$ cat config.mk
export PLATFORM = sky130hd
export DESIGN_NAME = fetch_unit
export DESIGN_NICKNAME = d
export VERILOG_FILES = /design/src/rtl/fetch_unit.sv
export SDC_FILE = /design/constraint.sdc
export NUM_CORES = 1
export LEC_CHECK = 0
export ABC_CLOCK_PERIOD_IN_PS = 5050
export CAP_MARGIN = 20
export CORE_MARGIN = 2
export CORE_UTILIZATION = 41
export CTS_CLUSTER_SIZE = 14
export DETAILED_ROUTE_END_ITERATION = 6
export MAX_ROUTING_LAYER = met4
export PLACE_DENSITY = 0.94
export SLEW_MARGIN = 20
export SYNTH_ARGS = -nofsm -noshare
export SYNTH_HDL_FRONTEND = slang
export SYNTH_SLANG_ARGS = --single-unit
$ cat constraint.sdc
create_clock -name clk -period 5.05 [get_ports clk]
set_clock_uncertainty 0.15 [all_clocks]
set_input_delay 0.505 -clock clk [delete_from_list [all_inputs] [get_ports clk]]
set_output_delay 0.505 -clock clk [all_outputs]
set_load 0.05 [all_outputs]
$ cat src/rtl/fetch_unit.sv
// rtl/fetch_unit.sv - instruction fetch stage: one outstanding imem read, redirect handling, decode handoff
module fetch_unit #(
  parameter int               WIDTH    = 32,
  parameter logic [WIDTH-1:0] RESET_PC = WIDTH'(32'h0000_3000)
) (
  input  logic             clk,
  input  logic             rst,
  input  logic [WIDTH-1:0] pc_in,
  output logic [WIDTH-1:0] pc_next,
  output logic             pc_en,
  output logic             imem_req,
  output logic [WIDTH-1:0] imem_addr,
  input  logic             imem_rvalid,
  input  logic [WIDTH-1:0] imem_rdata,
  input  logic             redirect_valid,
  input  logic [WIDTH-1:0] redirect_pc,
  output logic             if_valid,
  output logic [WIDTH-1:0] if_instr,
  output logic [WIDTH-1:0] if_pc,
  input  logic             dec_ready
);

  typedef enum logic [1:0] {FETCH, WAIT, HOLD, DROP} state_t;

  state_t state_q, state_d;
  logic   transfer;
  logic   capture;

  assign imem_addr = {pc_in[WIDTH-1:2], 2'b00};
  assign transfer  = (state_q == HOLD) && if_valid && dec_ready && !redirect_valid;

  always_comb begin
    state_d  = state_q;
    imem_req = 1'b0;
    capture  = 1'b0;
    pc_en    = 1'b0;
    pc_next  = pc_in;
    case (state_q)
      FETCH: begin
        if (!redirect_valid) begin
          imem_req = 1'b1;
          state_d  = WAIT;
        end
      end
      WAIT: begin
        if (redirect_valid) begin
          state_d = imem_rvalid ? FETCH : DROP;
        end else if (imem_rvalid) begin
          capture = 1'b1;
          state_d = HOLD;
        end
      end
      HOLD: begin
        if (redirect_valid || transfer) state_d = FETCH;
      end
      DROP: begin
        // the outstanding response retires the drop even if another redirect arrives with it
        if (imem_rvalid) state_d = FETCH;
      end
      default: state_d = FETCH;
    endcase
    if (redirect_valid) begin
      pc_en   = 1'b1;
      pc_next = redirect_pc;
    end else if (transfer) begin
      pc_en   = 1'b1;
      pc_next = if_pc + WIDTH'(4);
    end
    // reset must silence the combinational controls without waiting for a clock
    if (rst) begin
      imem_req = 1'b0;
      pc_en    = 1'b0;
      pc_next  = pc_in;
    end
  end

  always_ff @(posedge clk or posedge rst) begin
    if (rst) begin
      state_q  <= FETCH;
      if_valid <= 1'b0;
      if_instr <= '0;
      if_pc    <= RESET_PC;
    end else begin
      state_q <= state_d;
      if (capture) begin
        if_valid <= 1'b1;
        if_instr <= imem_rdata;
        if_pc    <= pc_in;
      end else if (redirect_valid || transfer) begin
        if_valid <= 1'b0;
      end
    end
  end

endmodule

### Yosys cells after proc, flatten, opt, wreduce, memory -nomap -nowiden

Cells that the tools add are included.

| word-level totals | value |
|---|---|
| output and inout bits | 131 |
| word-level logic and storage cells | 41 |
| bits in registers | 67 |
| input port bits | 101 |

| operators by class | value |
|---|---|
| eq/ne operators | 7 |
| mux-type cells | 21 |
| add/sub/neg operators | 1 |
| reductions and logical operators | 8 |

Operators with widths:

| operator | count |
|---|---|
| 32-bit 2-to-1 mux | 3 |
| 32-bit by 3-bit adder with 32-bit output (second input constant) | 1 |
| 2-bit 2-to-1 mux | 6 |
| 1-bit 2-to-1 mux | 11 |
| 2-bit case mux with 4 select lines | 1 |
| 2-bit == test (second input constant) | 2 |
| 2-bit inequality test (second input constant) | 2 |
| 4-bit AND reduction | 1 |
| 1-bit logical AND | 3 |
| 3-bit inequality test (second input constant) | 1 |
| 2-bit by 1-bit == test with 1-bit output (second input constant) | 1 |
| 2-bit zero test | 1 |
| 2-bit by 1-bit inequality test with 1-bit output (second input constant) | 1 |
| 2-bit nonzero test | 1 |
| 1-bit zero test | 1 |
| 1-bit logical OR | 1 |

### Depth between registers and ports, before layout

| logic depth | value |
|---|---|
| depth after elaboration | 7 |
| depth in mapped cells | 7 |
| depth with buffers taken out | 6 |

### Worst setup path before layout

OpenSTA, ideal clock, no wires.

| timing | value |
|---|---|
| path type | input to output |
| start | in rst |
| end | out pc_next[27] |
| setup slack | 1.350 ns |
| data required time | 4.395 ns |
| stages on the path | 3 |
| data arrival time | 3.045 ns |
| path buffers | 1 |
| cells stage by stage | clkbuf_1 -> inv_1 -> a31oi_1 |

| between the ends | value |
|---|---|
| word-level cells in the longest chain between the ends | 1 |

RTL lines:

| what | line | RTL |
|---|---|---|
| from (decl) | 7 | `input logic rst,` |
| 32-bit 2-to-1 mux | 70 | `if (rst) begin` |
| to (decl) | 9 | `output logic [WIDTH-1:0] pc_next,` |

No other way between the ends.

### Worst setup path in the final report

| timing | value |
|---|---|
| start | in redirect_valid |
| end | out pc_next[7] |

| between the ends | value |
|---|---|
| word-level cells in the longest chain between the ends | 5 |

RTL lines:

| what | line | RTL |
|---|---|---|
| from (decl) | 15 | `input logic redirect_valid,` |
| 1-bit zero test | -- |  |
| 1-bit logical AND | 30 | `assign transfer = (state_q == HOLD) && if_valid && dec_ready && !redirect_valid;` |
| 32-bit 2-to-1 mux | 65 | `end else if (transfer) begin` |
| 32-bit 2-to-1 mux * | 62 | `if (redirect_valid) begin` |
| 32-bit 2-to-1 mux * | 70 |  |

Mark *: on every way between the ends. The rest lies on a longest branch, timed or not.

==> metrics.cfg <==
[synthesis]
synth_enable_flop_cells=0
unique_masters_post_synth=44
synth_top_cell_by_area=sky130_fd_sc_hd__dfrtp_1
synth_seq_cells=67
synth_top_cells_by_area=sky130_fd_sc_hd__dfrtp_1 41%, sky130_fd_sc_hd__mux2_2 18%, sky130_fd_sc_hd__buf_4 6.3%
synth-warning-count=0
netlist_top_cells_count=65 x sky130_fd_sc_hd__dfrtp_1, 63 x sky130_fd_sc_hd__mux2_2, 33 x sky130_fd_sc_hd__buf_4, 26 x sky130_fd_sc_hd__a22oi_1, 21 x sky130_fd_sc_hd__o21ai_1
proportion_of_synthesized_flip_flops_having_asynchronous_set_or_reset_pct=100
cell_count_after_synthesis=364
syn-cell-area_sq_um=3950
most_common_cell_in_the_netlist=sky130_fd_sc_hd__dfrtp_1
synth_ff_type=sky130_fd_sc_hd__dfrtp_1
synth_largest_type_area_fraction_pct=41.1
portion_of_the_post_synthesis_area_used_by_sequential_elements_pct=42.5
synth_area_per_cell_sq_um=10.9

[routing]
totalWireLength_um=12200
route.antenna.remaining_nets=0
routed-via-count=3634
detailedRoute.firstPassIterationCount=4
detail_route.wl_per_cell_um=17.7
dr.first_iter.drc_count=110
avgViaCountPerCell=5.25
remaining_drc_errors=0

[finish]
flow.area_growth_from_synthesis_pct=60.1
antenna_cells=0
layout.cell_area.non_filler_sq_um=6330
design.final.nets=660
drive_above_1_share_pct=17.6
fin_cells=692

[critical_path]
timing.critical_path.slowest_cell_delay_ps=850
cp_cell_sequence=clkdlybuf4s50_1 -> buf_4 -> nor2b_2 -> a22oi_1 -> o21ai_0 -> clkdlybuf4s50_1
most_used_cell_along_the_critical_path=sky130_fd_sc_hd__clkdlybuf4s50_1
r2r_setup_slack_ps=2440
type_of_the_worst_setup_path=input port to output port
required_ps=4390
setup.worst_path.end_class=output port
worst_setup_path_start_kind=input port
critical-path-slowest-cell=sky130_fd_sc_hd__clkdlybuf4s50_1
arrival_ps=3240
path_max_fanout=25

[clocking]
postCtsHoldBufs=0
clkSlewWorstSetupHoldPaths_ps=80
clock-sinks=67
postCtsSetupBuffers=0
cts-htree-levels=3
tritoncts=yes
ctsLongestPathBuffers=2
tritoncts.num_buffers=9
number_of_cells_upsized_or_downsized_after_cts=0
clock-root-buffer=sky130_fd_sc_hd__clkbuf_8
skew_pair_late_insertion_delay_ps=320

[sta]
finalHoldViolCount=0
final.period_utilization_pct=77.2
clock.fmax_mhz=257
period_needed_ps=3900
timing.final.setup_violations=0
timing.final.max_slew_violations=0
slew_headroom_pct=35.4
timing.setup.tns_ps=0
tightest_slew_ps=969
rsz0062_at_grt=false

[floorplan]
rows=35
initial_core_util_pct=42.6
design.portCount=232
die_width_um=102
design.die.area_sq_um=10400
core_footprint_sq_um=9280
die_y_um=102

[power_and_ir_drop]
p_per_area_nw_per_um2=632
max-vdd-ir-drop_mv=0.554
p_leak_uw=0.00249

[grt]
antenna_found_initial=0
met1_resource_use_gr_pct=25.6
global_route.overflow_total=0
grt_start_max_net_pins=62
use_met3_pct=5.54
grt_pass1_vias=3739
gr-max-usage-layer=met2
grt_pass1_wl_um=18700
global_route.usage.total_pct=23.9
globalRouteMet2Util_pct=42.7

[run]
max-cap-violations=0

[placed_design]
placedCellCount=676
dpl_cell_area_sq_um=6100
buffers_on_ports=229
place.gp.congestion=0.840
detailed_place_hpwl_um=9470

[min_path]
timing.hold.worst.class=flop to flop

[status]
status=finished clean

[routing by layer]
layer  wire length, um  up-vias
li1                  -     1675
met1              4480     1752
met2              6520      187
met3               998       20
met4               219        0
met5                 0        -
[registers in the layout, indices dropped and copies added, names as in the netlist]
register / flops
if_instr: 32
if_pc: 32
if_valid: 1
state_q: 2
[layout by cell type (no fill, tap or decap), types with 2 or more instances in the layout]
cell / Yosys / final
sky130_fd_sc_hd__nor2_1: 11 / 11
sky130_fd_sc_hd__clkinv_2: 0 / 2
sky130_fd_sc_hd__a31oi_1: 3 / 3
sky130_fd_sc_hd__and4_1: 2 / 2
sky130_fd_sc_hd__xor2_1: 17 / 17
sky130_fd_sc_hd__inv_2: 1 / 2
sky130_fd_sc_hd__dfstp_2: 2 / 2
sky130_fd_sc_hd__o22ai_1: 3 / 3
sky130_fd_sc_hd__xnor2_1: 12 / 12
sky130_fd_sc_hd__bufinv_16: 0 / 2
sky130_fd_sc_hd__nor3_1: 3 / 3
sky130_fd_sc_hd__o21ai_1: 21 / 21
sky130_fd_sc_hd__mux2_2: 63 / 63
sky130_fd_sc_hd__a22oi_1: 26 / 26
sky130_fd_sc_hd__nand4_4: 2 / 2
sky130_fd_sc_hd__o21ai_0: 9 / 9
sky130_fd_sc_hd__nand3_1: 12 / 12
sky130_fd_sc_hd__clkbuf_8: 0 / 10
sky130_fd_sc_hd__buf_4: 33 / 3
sky130_fd_sc_hd__and3_1: 5 / 4
sky130_fd_sc_hd__nand4_1: 8 / 8
sky130_fd_sc_hd__nand2_1: 20 / 20
sky130_fd_sc_hd__nor4_4: 2 / 2
sky130_fd_sc_hd__a21oi_1: 6 / 6
sky130_fd_sc_hd__conb_1: 1 / 2
sky130_fd_sc_hd__clkdlybuf4s50_1: 0 / 229
sky130_fd_sc_hd__dfrtp_1: 65 / 65
[kinds of logic (layout without fill, tap and decap cells)]
kind of cell,count (synthesis),count (layout),synth area share (%)
AND/OR/NAND/NOR,79,79,12.9
AO/OA/AOI/OAI,71,71,11.1
flip-flops,67,67,42.5
multiplexers,63,63,17.9
buffers and inverters,53,251,8.73
XOR/XNOR,29,29,6.42
adder cells (fa/ha/maj),1,1,0.316
other,1,2,0.0948
[power by group]
part	switching, uW	internal (uW)
combinational	1480	894
clock	208	293
sequential	312	812
[stage by stage]
| step | hold WS, ps | power [uW] | util, % | setup WS [ps] |
|---|---|---|---|---|
| 6_report | 360 | 4000 | 68.2 | 1150 |
| 5_1_grt | 381 | 4180 | 68.2 | 1010 |
| 4_1_cts | 362 | 4030 | 68.2 | 975 |
| 3_5_place_dp | 345 | 3520 | 65.7 | 979 |
| 3_3_place_gp | 340 | 3460 | 65.7 | 1050 |
| 2_1_floorplan | 382 | 2660 | - | 1350 |
[final cells by class]
class,instances,area [sq um]
multi-input cells,245,1940
flip-flops and latches,67,1680
clock buffers,10,138
well taps,129,161
inverters,3,11.3
repair buffers,232,2310
fillers,717,2960
clock inverters,6,87.6
[critical path, delay by kind of cell]
| family | cells | cell delay (ps) |
|---|---|---|
| buffers and inverters | 3 | 1550 |
| AND/OR/NAND/NOR | 1 | 820 |
| AO/OA/AOI/OAI | 2 | 350 |
[path summary, 6_finish.rpt]
path,cells past startpoint,to,start
hold / removal,1,if_instr[29],if_instr[29]
min in group asynchronous,2,if_instr[6],rst
max in group asynchronous,3,if_pc[15],rst
setup / recovery,6,pc_next[7],redirect_valid
hold reg to reg,1,if_instr[29],if_instr[29]
setup reg to reg,4,if_instr[11],state_q[1]
Power figures use the tool's default switching activity.
